`src/rtl/user_param_master_if.sv`:
```
// Handshake, SPI bus and parameter read-back signals of the user_param_master SPI master.
interface user_param_master_if;
  logic       start;
  logic       rw;
  logic [6:0] len;
  logic [7:0] wr_data;
  logic       wr_req;
  logic [7:0] rd_data;
  logic       rd_valid;
  logic       busy;
  logic       done;
  logic       spi_cs;
  logic       spi_sclk;
  logic       spi_mosi;
  logic       spi_miso;
  logic [7:0] param0;
  logic [7:0] param1;
  logic [7:0] param2;
  logic [7:0] param3;
  logic [7:0] param4;
  logic [7:0] param5;
  logic [7:0] param6;

  modport master (
    input  start, rw, len, wr_data, spi_miso,
    output wr_req, rd_data, rd_valid, busy, done, spi_cs, spi_sclk, spi_mosi,
    output param0, param1, param2, param3, param4, param5, param6
  );

  modport slave (
    output start, rw, len, wr_data, spi_miso,
    input  wr_req, rd_data, rd_valid, busy, done, spi_cs, spi_sclk, spi_mosi,
    input  param0, param1, param2, param3, param4, param5, param6
  );
endinterface

```
`src/rtl/user_param_master.sv`:
```
// SPI mode-0 master: command byte {rw,len} followed by len payload bytes in one CS window.
// Define USER_PARAM_MASTER_MIRROR_EN to mirror read payload bytes 0..6 into param0..param6.
module user_param_master #(
  parameter int unsigned CLK_DIV  = 4,
  parameter int unsigned CS_SETUP = 4,
  parameter int unsigned BYTE_GAP = 8
) (
  input logic                 clk,
  input logic                 rst,
  user_param_master_if.master bus
);

  localparam int unsigned CNT_W = 8;
  localparam logic [CNT_W-1:0] DIV_LAST   = CNT_W'(CLK_DIV - 1);
  localparam logic [CNT_W-1:0] SETUP_LAST = CNT_W'(CS_SETUP - 1);
  localparam logic [CNT_W-1:0] GAP_LAST   = CNT_W'(BYTE_GAP - 1);

  localparam logic [2:0] S_IDLE  = 3'd0;
  localparam logic [2:0] S_SETUP = 3'd1;
  localparam logic [2:0] S_SHIFT = 3'd2;
  localparam logic [2:0] S_GAP   = 3'd3;
  localparam logic [2:0] S_HOLD  = 3'd4;
  localparam logic [2:0] S_DONE  = 3'd5;

  localparam logic [7:0] PARAM_RST [7] = '{8'h00, 8'hC2, 8'h01, 8'h00, 8'h00, 8'h00, 8'h08};

  logic [2:0]       state_q, state_d;
  logic [CNT_W-1:0] cnt_q, cnt_d;
  logic [2:0]       bit_q, bit_d;
  logic [7:0]       tx_q, tx_d;
  logic [7:0]       rx_q, rx_d;
  logic             rw_q, rw_d;
  logic [6:0]       rem_q, rem_d;
  logic             cmd_q, cmd_d;
  logic             cs_q, cs_d;
  logic             sclk_q, sclk_d;
  logic             mosi_q, mosi_d;
  logic             busy_q, busy_d;
  logic             done_q, done_d;
  logic             wr_req_q, wr_req_d;
  logic             rd_valid_q, rd_valid_d;
  logic [7:0]       rd_data_q, rd_data_d;
`ifdef USER_PARAM_MASTER_MIRROR_EN
  logic [7:0]       param_q [7];
  logic [7:0]       param_d [7];
  logic [2:0]       idx_q, idx_d;
`endif

  // Next-state and output decode
  always_comb begin
    state_d    = state_q;
    cnt_d      = cnt_q;
    bit_d      = bit_q;
    tx_d       = tx_q;
    rx_d       = rx_q;
    rw_d       = rw_q;
    rem_d      = rem_q;
    cmd_d      = cmd_q;
    cs_d       = cs_q;
    sclk_d     = sclk_q;
    mosi_d     = mosi_q;
    busy_d     = busy_q;
    rd_data_d  = rd_data_q;
    done_d     = 1'b0;
    wr_req_d   = 1'b0;
    rd_valid_d = 1'b0;
`ifdef USER_PARAM_MASTER_MIRROR_EN
    param_d    = param_q;
    idx_d      = idx_q;
`endif
    case (state_q)
      S_IDLE: begin
        if (bus.start) begin
          rw_d    = bus.rw;
          rem_d   = bus.len;
          tx_d    = {bus.rw, bus.len};
          mosi_d  = bus.rw;
          cmd_d   = 1'b1;
          busy_d  = 1'b1;
          cs_d    = 1'b0;
          cnt_d   = '0;
          state_d = S_SETUP;
`ifdef USER_PARAM_MASTER_MIRROR_EN
          idx_d   = 3'd0;
`endif
        end
      end
      S_SETUP, S_GAP: begin
        // wr_data is captured on the edge that ends the wr_req cycle
        if (wr_req_q) begin
          tx_d   = bus.wr_data;
          mosi_d = bus.wr_data[7];
        end
        if (cnt_q == ((state_q == S_SETUP) ? SETUP_LAST : GAP_LAST)) begin
          cnt_d   = '0;
          sclk_d  = 1'b1;
          rx_d    = {rx_q[6:0], bus.spi_miso};
          bit_d   = 3'd0;
          state_d = S_SHIFT;
        end else begin
          cnt_d = cnt_q + 8'd1;
        end
      end
      S_SHIFT: begin
        if (cnt_q != DIV_LAST) begin
          cnt_d = cnt_q + 8'd1;
        end else begin
          cnt_d = '0;
          if (sclk_q) begin
            sclk_d = 1'b0;
            if (bit_q != 3'd7) begin
              tx_d   = {tx_q[6:0], 1'b0};
              mosi_d = tx_q[6];
            end
          end else if (bit_q != 3'd7) begin
            sclk_d = 1'b1;
            rx_d   = {rx_q[6:0], bus.spi_miso};
            bit_d  = bit_q + 3'd1;
          end else begin
            // Byte complete after its final low phase
            cmd_d  = 1'b0;
            tx_d   = '0;
            mosi_d = 1'b0;
            if (!cmd_q && rw_q) begin
              rd_data_d  = rx_q;
              rd_valid_d = 1'b1;
`ifdef USER_PARAM_MASTER_MIRROR_EN
              if (idx_q != 3'd7) begin
                param_d[idx_q] = rx_q;
                idx_d          = idx_q + 3'd1;
              end
`endif
            end
            if (rem_q != 7'd0) begin
              rem_d    = rem_q - 7'd1;
              wr_req_d = !rw_q;
              state_d  = S_GAP;
            end else begin
              state_d = S_HOLD;
            end
          end
        end
      end
      S_HOLD: begin
        if (cnt_q == SETUP_LAST) begin
          cnt_d   = '0;
          cs_d    = 1'b1;
          done_d  = 1'b1;
          state_d = S_DONE;
        end else begin
          cnt_d = cnt_q + 8'd1;
        end
      end
      S_DONE: begin
        if (cnt_q == GAP_LAST) begin
          cnt_d   = '0;
          busy_d  = 1'b0;
          state_d = S_IDLE;
        end else begin
          cnt_d = cnt_q + 8'd1;
        end
      end
      default: state_d = S_IDLE;
    endcase
  end

  always_ff @(posedge clk or posedge rst) begin
    if (rst) begin
      state_q    <= S_IDLE;
      cnt_q      <= '0;
      bit_q      <= '0;
      tx_q       <= '0;
      rx_q       <= '0;
      rw_q       <= 1'b0;
      rem_q      <= '0;
      cmd_q      <= 1'b0;
      cs_q       <= 1'b1;
      sclk_q     <= 1'b0;
      mosi_q     <= 1'b0;
      busy_q     <= 1'b0;
      done_q     <= 1'b0;
      wr_req_q   <= 1'b0;
      rd_valid_q <= 1'b0;
      rd_data_q  <= '0;
`ifdef USER_PARAM_MASTER_MIRROR_EN
      param_q    <= PARAM_RST;
      idx_q      <= '0;
`endif
    end else begin
      state_q    <= state_d;
      cnt_q      <= cnt_d;
      bit_q      <= bit_d;
      tx_q       <= tx_d;
      rx_q       <= rx_d;
      rw_q       <= rw_d;
      rem_q      <= rem_d;
      cmd_q      <= cmd_d;
      cs_q       <= cs_d;
      sclk_q     <= sclk_d;
      mosi_q     <= mosi_d;
      busy_q     <= busy_d;
      done_q     <= done_d;
      wr_req_q   <= wr_req_d;
      rd_valid_q <= rd_valid_d;
      rd_data_q  <= rd_data_d;
`ifdef USER_PARAM_MASTER_MIRROR_EN
      param_q    <= param_d;
      idx_q      <= idx_d;
`endif
    end
  end

  assign bus.spi_cs   = cs_q;
  assign bus.spi_sclk = sclk_q;
  assign bus.spi_mosi = mosi_q;
  assign bus.busy     = busy_q;
  assign bus.done     = done_q;
  assign bus.wr_req   = wr_req_q;
  assign bus.rd_valid = rd_valid_q;
  assign bus.rd_data  = rd_data_q;

`ifdef USER_PARAM_MASTER_MIRROR_EN
  assign bus.param0 = param_q[0];
  assign bus.param1 = param_q[1];
  assign bus.param2 = param_q[2];
  assign bus.param3 = param_q[3];
  assign bus.param4 = param_q[4];
  assign bus.param5 = param_q[5];
  assign bus.param6 = param_q[6];
`else
  assign bus.param0 = PARAM_RST[0];
  assign bus.param1 = PARAM_RST[1];
  assign bus.param2 = PARAM_RST[2];
  assign bus.param3 = PARAM_RST[3];
  assign bus.param4 = PARAM_RST[4];
  assign bus.param5 = PARAM_RST[5];
  assign bus.param6 = PARAM_RST[6];
`endif

endmodule

```
`src/flat_wrapper.sv`:
```
// flat-port wrapper written by rule: the top's interface ports become plain ports
module user_param_master_flat 
#(
  parameter int unsigned CLK_DIV  = 4,
  parameter int unsigned CS_SETUP = 4,
  parameter int unsigned BYTE_GAP = 8
)
  (clk, rst, bus_start, bus_rw, bus_len, bus_wr_data, bus_spi_miso, bus_wr_req, bus_rd_data, bus_rd_valid, bus_busy, bus_done, bus_spi_cs, bus_spi_sclk, bus_spi_mosi, bus_param0, bus_param1, bus_param2, bus_param3, bus_param4, bus_param5, bus_param6);
  user_param_master_if bus_i ();
  input logic clk;
  input logic rst;
  input wire logic [$bits(bus_i.start)-1:0] bus_start;
  input wire logic [$bits(bus_i.rw)-1:0] bus_rw;
  input wire logic [$bits(bus_i.len)-1:0] bus_len;
  input wire logic [$bits(bus_i.wr_data)-1:0] bus_wr_data;
  input wire logic [$bits(bus_i.spi_miso)-1:0] bus_spi_miso;
  output wire logic [$bits(bus_i.wr_req)-1:0] bus_wr_req;
  output wire logic [$bits(bus_i.rd_data)-1:0] bus_rd_data;
  output wire logic [$bits(bus_i.rd_valid)-1:0] bus_rd_valid;
  output wire logic [$bits(bus_i.busy)-1:0] bus_busy;
  output wire logic [$bits(bus_i.done)-1:0] bus_done;
  output wire logic [$bits(bus_i.spi_cs)-1:0] bus_spi_cs;
  output wire logic [$bits(bus_i.spi_sclk)-1:0] bus_spi_sclk;
  output wire logic [$bits(bus_i.spi_mosi)-1:0] bus_spi_mosi;
  output wire logic [$bits(bus_i.param0)-1:0] bus_param0;
  output wire logic [$bits(bus_i.param1)-1:0] bus_param1;
  output wire logic [$bits(bus_i.param2)-1:0] bus_param2;
  output wire logic [$bits(bus_i.param3)-1:0] bus_param3;
  output wire logic [$bits(bus_i.param4)-1:0] bus_param4;
  output wire logic [$bits(bus_i.param5)-1:0] bus_param5;
  output wire logic [$bits(bus_i.param6)-1:0] bus_param6;
  assign bus_i.start = bus_start;
  assign bus_i.rw = bus_rw;
  assign bus_i.len = bus_len;
  assign bus_i.wr_data = bus_wr_data;
  assign bus_i.spi_miso = bus_spi_miso;
  assign bus_wr_req = bus_i.wr_req;
  assign bus_rd_data = bus_i.rd_data;
  assign bus_rd_valid = bus_i.rd_valid;
  assign bus_busy = bus_i.busy;
  assign bus_done = bus_i.done;
  assign bus_spi_cs = bus_i.spi_cs;
  assign bus_spi_sclk = bus_i.spi_sclk;
  assign bus_spi_mosi = bus_i.spi_mosi;
  assign bus_param0 = bus_i.param0;
  assign bus_param1 = bus_i.param1;
  assign bus_param2 = bus_i.param2;
  assign bus_param3 = bus_i.param3;
  assign bus_param4 = bus_i.param4;
  assign bus_param5 = bus_i.param5;
  assign bus_param6 = bus_i.param6;
  user_param_master #(.CLK_DIV(CLK_DIV), .CS_SETUP(CS_SETUP), .BYTE_GAP(BYTE_GAP)) u_core (.clk(clk), .rst(rst), .bus(bus_i));
endmodule
```
`config.mk`:
```
export PLATFORM = sky130hd
export DESIGN_NAME = user_param_master_flat
export DESIGN_NICKNAME = d
export VERILOG_FILES = /design/src/rtl/user_param_master_if.sv /design/src/rtl/user_param_master.sv /design/src/flat_wrapper.sv
export SDC_FILE = /design/constraint.sdc
export NUM_CORES = 1
export LEC_CHECK = 0
export BUFFER_PORTS_ARGS = -buffer_cell sky130_fd_sc_hd__clkbuf_2
export CORE_MARGIN = 5
export CORE_UTILIZATION = 53
export CTS_CLUSTER_SIZE = 28
export DETAILED_ROUTE_END_ITERATION = 7
export HOLD_SLACK_MARGIN = 0.1
export PLACE_DENSITY_LB_ADDON = 0.08
export SETUP_SLACK_MARGIN = 0.1
export SLEW_MARGIN = 20
export SYNTH_ARGS = -nofsm -noshare
export SYNTH_HDL_FRONTEND = slang
export SYNTH_SLANG_ARGS = --single-unit
```
`constraint.sdc`:
```
create_clock -name clk -period 2.9 [get_ports clk]
set_input_delay 0.58 -clock clk [delete_from_list [all_inputs] [get_ports clk]]
set_output_delay 0.58 -clock clk [all_outputs]
set_load 0.1 [all_outputs]
```
# [After elaboration in Yosys (flattened, before gate mapping)]
# Cells that the tools add are included.
[totals] mem_bits_rw=0 inputBits=20 latchBits=0 romBits=0 output_inout_bits=71 ff_bits=53 n_memories=0
[op_classes] shift=0 mul=0 order_cmp=0 div_mod_pow=0 bitwise_logic=3 n_addsub=3 n_mux=72 eq_ne=22 reduce_logical=23
[ops] op="7-bit two-way mux" n=11
[ops] op="8-bit two-way mux" n=9
[ops] op="8-bit case mux with 5 select lines" n=1
[ops] op="3-bit two-way mux" n=13
[ops] op="1-bit two-way mux" n=28
[ops] op="7-bit case mux with 3 select lines" n=1
[ops] op="8-bit case mux with 2 select lines" n=1
[ops] op="3-bit case mux with 5 select lines" n=1
[ops] op="5-bit AND reduction" n=3
[ops] op="7-bit case mux with 2 select lines" n=1
[ops] op="2-bit by 1-bit != test with 1-bit output, second input constant" n=6
[ops] op="6-bit AND reduction" n=2
[ops] op="3-bit AND reduction" n=3
[ops] op="8-bit by 1-bit adder with 8-bit output, second input constant" n=1
[ops] op="8-bit by 2-bit == test with 1-bit output, second input constant" n=1
[ops] op="8-bit by 3-bit == test with 1-bit output, second input constant" n=1
[ops] op="8-bit == test" n=1
[ops] op="2-bit != test, second input constant" n=4
[ops] op="8-bit by 2-bit != test with 1-bit output, second input constant" n=1
[ops] op="1-bit case mux with 2 select lines" n=4
[ops] op="2-bit nonzero test" n=4
[ops] op="7-bit AND reduction" n=1
[ops] op="7-bit nonzero test" n=1
[ops] op="7-bit by 1-bit subtractor with 7-bit output, second input constant" n=1
[ops] op="16 further kinds" n=23

# [Longest topological paths before layout]
# Gate-level depths: netlist (run 1).
[logic_depth] depth_word=7 depth_mapped=8 ltp_nobuf=7

# [Worst setup path after synthesis (run 1)]
# OpenSTA, ideal clock, no wires.
[synth_path] path_type="register to register" startpoint="register u_core.sclk_q, in the netlist u_core.bus.spi_sclk" endpoint="register u_core.rx_q[3]" path_stages_with_launch=6 required_ns=2.772 setup_ns=0.128 arrival_ns=2.392 slack_ns=0.380 cell_sequence="dfrtp_1 or4b_2 a21oi_1 o211ai_1 buf_2 mux2_1"
[synth_via] elab_chain_cells=2
[synth_rtl] item="start, declared" line_no="user_param_master.sv:36" source="logic sclk_q, sclk_d;"
[synth_rtl] item="start signal, assigned" line_no="user_param_master.sv:199" source="sclk_q <= sclk_d;"
[synth_rtl] item="2-bit != test (no line)"
[synth_rtl] item="5-bit AND reduction (no line)"
[synth_rtl] item="end signal, assigned" line_no="user_param_master.sv:194" source="rx_q <= rx_d;"
[synth_rtl] item="end, declared" line_no="user_param_master.sv:31" source="logic [7:0] rx_q, rx_d;"
# No other way between the ends.
# A chain may end at the register's enable or synchronous reset.

# [Worst setup path in the final report (run 1)]
[layout_path] startpoint="register u_core.cnt_q[0]" endpoint="register u_core.rd_data_q[1], in the netlist u_core.bus.rd_data[1]"
[layout_via] elab_chain_cells=3
[layout_rtl] item="start, declared" line_no="user_param_master.sv:28" source="logic [CNT_W-1:0] cnt_q, cnt_d;"
[layout_rtl] item="start signal, assigned" line_no="user_param_master.sv:191" source="cnt_q <= cnt_d;"
[layout_rtl] item="8-bit by 2-bit != test with 1-bit output" line_no="user_param_master.sv:105" source="if (cnt_q != DIV_LAST) begin"
[layout_rtl] item="1-bit NOT (no line)"
[layout_rtl] item="5-bit AND reduction (no line)"
[layout_rtl] item="end signal, assigned" line_no="user_param_master.sv:205" source="rd_data_q <= rd_data_d;"
[layout_rtl] item="end, declared" line_no="user_param_master.sv:42" source="logic [7:0] rd_data_q, rd_data_d;"
# No other way between the ends.

==> results of run 1 <==
==> cell usage after synthesis (5+ instances only) <==
master    count  area [sq um]
o21ai_0      12          60.1
a21o_1        6          45.0
nand3_1       9          45.0
clkbuf_1      9          33.8
nor3_1        7          35.0
buf_4        56           420
nand2b_1      5          31.3
mux2i_1       8          80.1
a21oi_1      11          55.1
dfrtp_1      52          1300
nor2_1       15          56.3
o22ai_1       9          56.3
mux2_1       11           124
inv_1        15          56.3
or3_1         6          37.5
mux2_2       13           146
nand2_1      41           154
==> per-stage QoR <==
| step | utilization [%] | hold WS [ns] | std cells |
|---|---|---|---|
| after floorplan | - | 0.425 | 407 |
| after detailed placement | 56.0 | 0.457 | 456 |
| after global placement | 56.0 | 0.462 | 456 |
| after CTS | 57.9 | 0.454 | 464 |
| final | 57.9 | 0.420 | 464 |
| after global routing | 57.9 | 0.481 | 464 |
==> cell usage in the layout (no fill, tap or decap), types with 3 or more instances in the layout <==
| cell | n |
|---|---|
| a21o_1 | 6 |
| a21oi_1 | 11 |
| a31oi_1 | 4 |
| and2_1 | 3 |
| and3_1 | 4 |
| buf_4 | 11 |
| clkbuf_2 | 34 |
| clkbuf_8 | 5 |
| conb_1 | 56 |
| dfrtp_1 | 52 |
| ha_1 | 4 |
| inv_1 | 14 |
| mux2_1 | 11 |
| mux2_2 | 13 |
| mux2i_1 | 8 |
| nand2_1 | 41 |
| nand2b_1 | 5 |
| nand3_1 | 9 |
| nor2_1 | 15 |
| nor3_1 | 7 |
| nor3b_1 | 3 |
| nor4_1 | 3 |
| o21ai_0 | 12 |
| o21ai_1 | 4 |
| o21bai_1 | 3 |
| o22ai_1 | 9 |
| o31ai_1 | 3 |
| or3_1 | 6 |
| xnor2_1 | 4 |
==> per-layer routing <==
| layer | part of all wire [%] | global-route usage, % |
|---|---|---|
| met3 | 6.2 | 3.72 |
| met1 | 44 | 26.2 |
| met2 | 48 | 29.1 |
| met4 | 1.9 | 4.53 |
| met5 | 0 | 0 |
==> state kept, by name, indices dropped and copies added, names as in the netlist <==
name and count:
u_core.bit_q 3, u_core.bus.busy 1, u_core.bus.done 1, u_core.bus.rd_data 8, u_core.bus.rd_valid 1, u_core.bus.spi_cs 1, u_core.bus.spi_mosi 1, u_core.bus.spi_sclk 1
u_core.bus.wr_req 1, u_core.cmd_q 1, u_core.cnt_q 8, u_core.rem_q 7, u_core.rw_q 1, u_core.rx_q 8, u_core.state_q 3, u_core.tx_q 7
==> worst max-delay path by stage <==
stage               cells after the start                     to                start
global placement                        6         u_core.tx_q[0]      u_core.cnt_q[0]
global route                            6  u_core.bus.rd_data[4]      u_core.cnt_q[0]
floorplan                               5         u_core.rx_q[3]  u_core.bus.spi_sclk
CTS                                     6  u_core.bus.rd_data[1]      u_core.cnt_q[0]
finish                                  6  u_core.bus.rd_data[1]      u_core.cnt_q[0]
detailed placement                      6  u_core.bus.rd_data[1]      u_core.cnt_q[0]
==> worst reg2reg max path, cell delays in order, from the launching register on <==
cell and delay (ns):
dfrtp_1 0.40, ha_1 0.23, nor4b_1 0.46, and2_1 0.26, nand3_1 0.13, or3b_1 0.59
mux2_1 0.39
==> area by class of cell <==
| cell class | instances | area (sq um) |
|---|---|---|
| fill | 543 | 2520 |
| multi-input combinational | 268 | 1620 |
| sequential | 53 | 1330 |
| timing repair buffer | 45 | 253 |
| tap | 75 | 93.8 |
| clock buffer | 5 | 68.8 |
| inverter | 15 | 56.3 |
| clock inverter | 3 | 48.8 |
==> report_power, final <==
part	total [mW]	internal [mW]	leakage [nW]	switching [mW]
sequential	0.740	0.739	0.647	0.000441
clock	0.531	0.263	0.0563	0.267
combinational	0.359	0.0165	1.05	0.343
total	1.63	1.02	1.75	0.611
==> kinds of logic (layout without fill, tap and decap cells) <==
kind of cell | Yosys count | after routing
adder cells (fa/ha/maj) | 4 | 4
AND/OR/NAND/NOR | 106 | 106
AO/OA/AOI/OAI | 65 | 65
multiplexers | 33 | 33
flip-flops | 53 | 53
other | 2 | 56
buffers and inverters | 86 | 68
XOR/XNOR | 4 | 4
==> flow_metrics.tcl, run 1 <==
set metrics [dict create \
    pwr_density_cell_nw_per_um2 470 \
    dr.pass1.iters 4 \
    rows 28 \
    io_buffers 34 \
    crit_buf_inv 0 \
    synthArstFlopShare_pct 100 \
    cp.required_ns 3.10 \
    start_util_pct 54.9 \
    synthAdderAreaFrac_pct 1.52 \
    grt_pass1_wl_mm 11.6 \
    path_delay_family "simple AND/OR/NAND/NOR gates" \
    synth_cells 353 \
    place.gp.congestion 0.871 \
    drc 0 \
    drt.antenna.violating_nets 0 \
    die_w_um 88.8 \
    viasPerCell 5.34 \
    layout_setup_ws_ns 0.333 \
    r2r_start "u_core.cnt_q[0]" \
    r2r_setup_slack_ns 0.33 \
    cp_cell_sequence "ha_1 > nor4b_1 > and2_1 > nand3_1 > or3b_1 > mux2_1" \
    clkSlewWorstSetupHoldPaths_ns 0.11 \
    synthSimpleGateAreaFrac_pct 16.1 \
    drt-total-wl_mm 6.99 \
    status "completed" \
    cts-root-buf "clkbuf_8" \
    drive_gt1_share_pct 19.0 \
    synth_top_family_by_area "buffers and inverters" \
    ios 91 \
    wire_per_inst_um 15.1 \
    hold_violations 0 \
    design.die.area_sq_um 7890 \
    p_leak_nw 1.75 \
    rsz0062_at_grt "false" \
    cts-htree-levels 2 \
    worstHoldPathType "in -> async" \
    r2r_cells 6 \
    slowest_delay_ns 0.59 \
    synth_compound_area_share_pct 13.1 \
    vias 2479 \
    ys.warnings.count 0 \
    reg2reg_to "u_core.bus.rd_data[1]" \
    muxShareOfSynthArea_pct 11.1 \
    grt_usage_pct 18.5 \
    syn_area_sq_um 3290 \
    synth_flop_cell "dfrtp_1" \
    hold_buffers 0 \
    synth_xor_area_share_pct 1.06 \
    drtIter0Drc 128 \
    tightest_slew_ns 0.726 \
    max-cap-violations 0 \
    grt_max_degree 54 \
    start_kind "register" \
    cp.arrival_ns 2.77 \
    total_power_mw 1.63 \
    core_sq_um 5990 \
    grt_pass1_vias 2392 \
    syn_to_final_growth_pct 5.44 \
    finalSetupViolCount 0 \
    finalClockSkew_ns 0.0111 \
    crit_path_end_kind "register" \
    critical_path.slowest_cell "or3b_1" \
    antenna_found_initial 0 \
    clkLatencyLatePin_ns 0.32 \
    crit_fanout 9 \
    post_dp_cell_area_sq_um 3350 \
    cts_setup_buffers 0 \
    maxSlewViolCount 0 \
    fin_crit_sh_pct 88.5 \
    cts_resized 0 \
    syn_avg_cell_area_sq_um 9.33 \
    vdd_drop_max_uv 359 \
    cts_made_buffers 5 \
    die_y_um 88.8 \
    nets 412 \
    clock-sinks 53 \
    cts_tree "done" \
    stdcell_area_sq_um 3470 \
    tns_ns 0 \
    yosysSeqAreaShare_pct 40.3 \
    slew-limit-headroom_pct 51.6 \
    critPathKind "reg -> reg" \
    grt-ovfl-total 0 \
    synth_edf_count 0 \
    cts_buffer_depth 2 \
    fmax_mhz 390 \
    period_minus_slack_ns 2.57 \
    diodes 0 \
    synth-seq-cells 53 \
    place_ws_ns 0.319 \
    dp_hpwl_mm 5.18 \
    synth.distinct_cells 52 \
]
(Power assumes the default switching activity.)
==> run 2: changes to the inputs <==
- CORE_UTILIZATION: 53 -> 23
==> run 2 against run 1 <==
  * Combinational power barely moved
  * Total power increased by 6.9%
  * Critical path depth did not move
  * Flip-flop and latch count did not move
==> flow_metrics.tcl, run 2 (synthesis results as in run 1) <==
set metrics [dict create \
    drt-total-wl_mm 8.36 \
    tns_ns 0 \
    worstHoldPathType "in -> async" \
    r2r_start "u_core.cnt_q[0]" \
    vdd_drop_max_uv 190 \
    drt.antenna.violating_nets 0 \
    cts_setup_buffers 0 \
    ios 91 \
    status "completed" \
    period_minus_slack_ns 2.53 \
    crit_end "u_core.tx_q[0]" \
    pwr_density_cell_nw_per_um2 478 \
    crit_fanout 8 \
    drive_gt1_share_pct 19.2 \
    rsz0062_at_grt "false" \
    grt_pass1_vias 2363 \
    crit_start "u_core.cnt_q[0]" \
    hold_ws_ns 0.218 \
    drc 0 \
    final_common_cell "conb_1" \
    cts_resized 0 \
    finalSetupViolCount 0 \
    clkLatencyLatePin_ns 0.31 \
    cp.required_ns 3.09 \
    r2r_setup_slack_ns 0.37 \
    post_dp_cell_area_sq_um 3490 \
    crit_path_end_kind "register" \
    grt-ovfl-total 0 \
    cts-root-buf "clkbuf_16" \
    cts-htree-levels 2 \
    final_cell_mix "conb_1 (56), dfrtp_1 (52), nand2_1 (41)" \
    critPathKind "reg -> reg" \
    viasPerCell 4.24 \
    slew-limit-headroom_pct 57.5 \
    nets 413 \
    core_sq_um 13900 \
    die_y_um 130 \
    fmax_mhz 395 \
    stdcell_area_sq_um 3640 \
    cts_made_buffers 5 \
    tightest_slew_ns 0.636 \
    dp_hpwl_mm 6.23 \
    finalClockSkew_ns 0.0112 \
    maxSlewViolCount 0 \
    io_buffers 34 \
    clkSlewWorstSetupHoldPaths_ns 0.08 \
    drtIter0Drc 102 \
    start_util_pct 23.6 \
    grt_usage_pct 9.98 \
    clock-sinks 53 \
    rows 43 \
    grt_max_degree 38 \
    fin_crit_sh_pct 87.3 \
    die_w_um 130 \
    diodes 0 \
    wire_per_inst_um 14.7 \
    antenna_found_initial 0 \
    reg2reg_to "u_core.tx_q[0]" \
    design.die.area_sq_um 16800 \
    grt_pass1_wl_mm 13.1 \
    dr.pass1.iters 4 \
    vias 2417 \
    cts_tree "done" \
    p_leak_nw 1.77 \
    cp.arrival_ns 2.72 \
    hold_violations 0 \
    hold_buffers 0 \
    r2r_cells 6 \
    place.gp.congestion 0.734 \
    start_kind "register" \
    syn_to_final_growth_pct 10.7 \
    max-cap-violations 0 \
    cts_buffer_depth 2 \
]
## run 2: cell types whose count changed in the layout (fill, tap and decap cells not counted), sizes merged
cell / previous run / this run
buf: 11 / 12
inv: 16 / 18
bufinv: 1 / 0
clkinvlp: 1 / 0
## run 2: worst min path at each step
stage | from | to | depth (start not counted)
detailed placement | u_core.cmd_q | u_core.cmd_q | 2
global placement | u_core.cmd_q | u_core.cmd_q | 2
finish | rst | u_core.bus.rd_data[4] | 2
global route | rst | u_core.bus.rd_data[4] | 2
floorplan | u_core.rw_q | u_core.bus.wr_req | 1
CTS | rst | u_core.bus.rd_data[0] | 2
## run 2: power breakdown
part	internal (mW)	switching, mW
Combinational	0.0164	0.344
Clock	0.331	0.310
Sequential	0.739	0.000444
## run 2: worst max-delay path: stages, from the launching register on
cell and delay, ns:
dfrtp_1 0.38, ha_1 0.25, or4b_1 0.46, or3_1 0.48, o31ai_4 0.31, nand3_4 0.20
mux2_4 0.34
## run 2: metrics by stage
stage / worst slack, ns / std cells / power (mW) / util (%)
after global placement: 0.411 / 562 / 1.12 / 25.1
after floorplan: 0.380 / 407 / 1.15 / -
final: 0.369 / 570 / 1.74 / 26.1
after detailed placement: 0.385 / 562 / 1.12 / 25.1
after CTS: 0.362 / 570 / 1.78 / 26.1
after global routing: 0.260 / 570 / 1.82 / 26.1
## run 2: cell type report
type / count / area [sq um]
fill: 1523 / 10300
tap: 180 / 225
sequential: 53 / 1330
clock inverter: 3 / 26.3
timing repair buffer: 46 / 260
clock buffer: 5 / 125
inverter: 15 / 56.3
multi-input combinational: 268 / 1620
## run 2: routing by layer
layer | share of wire, % | global-route usage [%]
met2 | 46 | 15.3
met3 | 5.1 | 2.27
met5 | 0 | 0
met4 | 0.83 | 2.38
met1 | 48 | 14.3
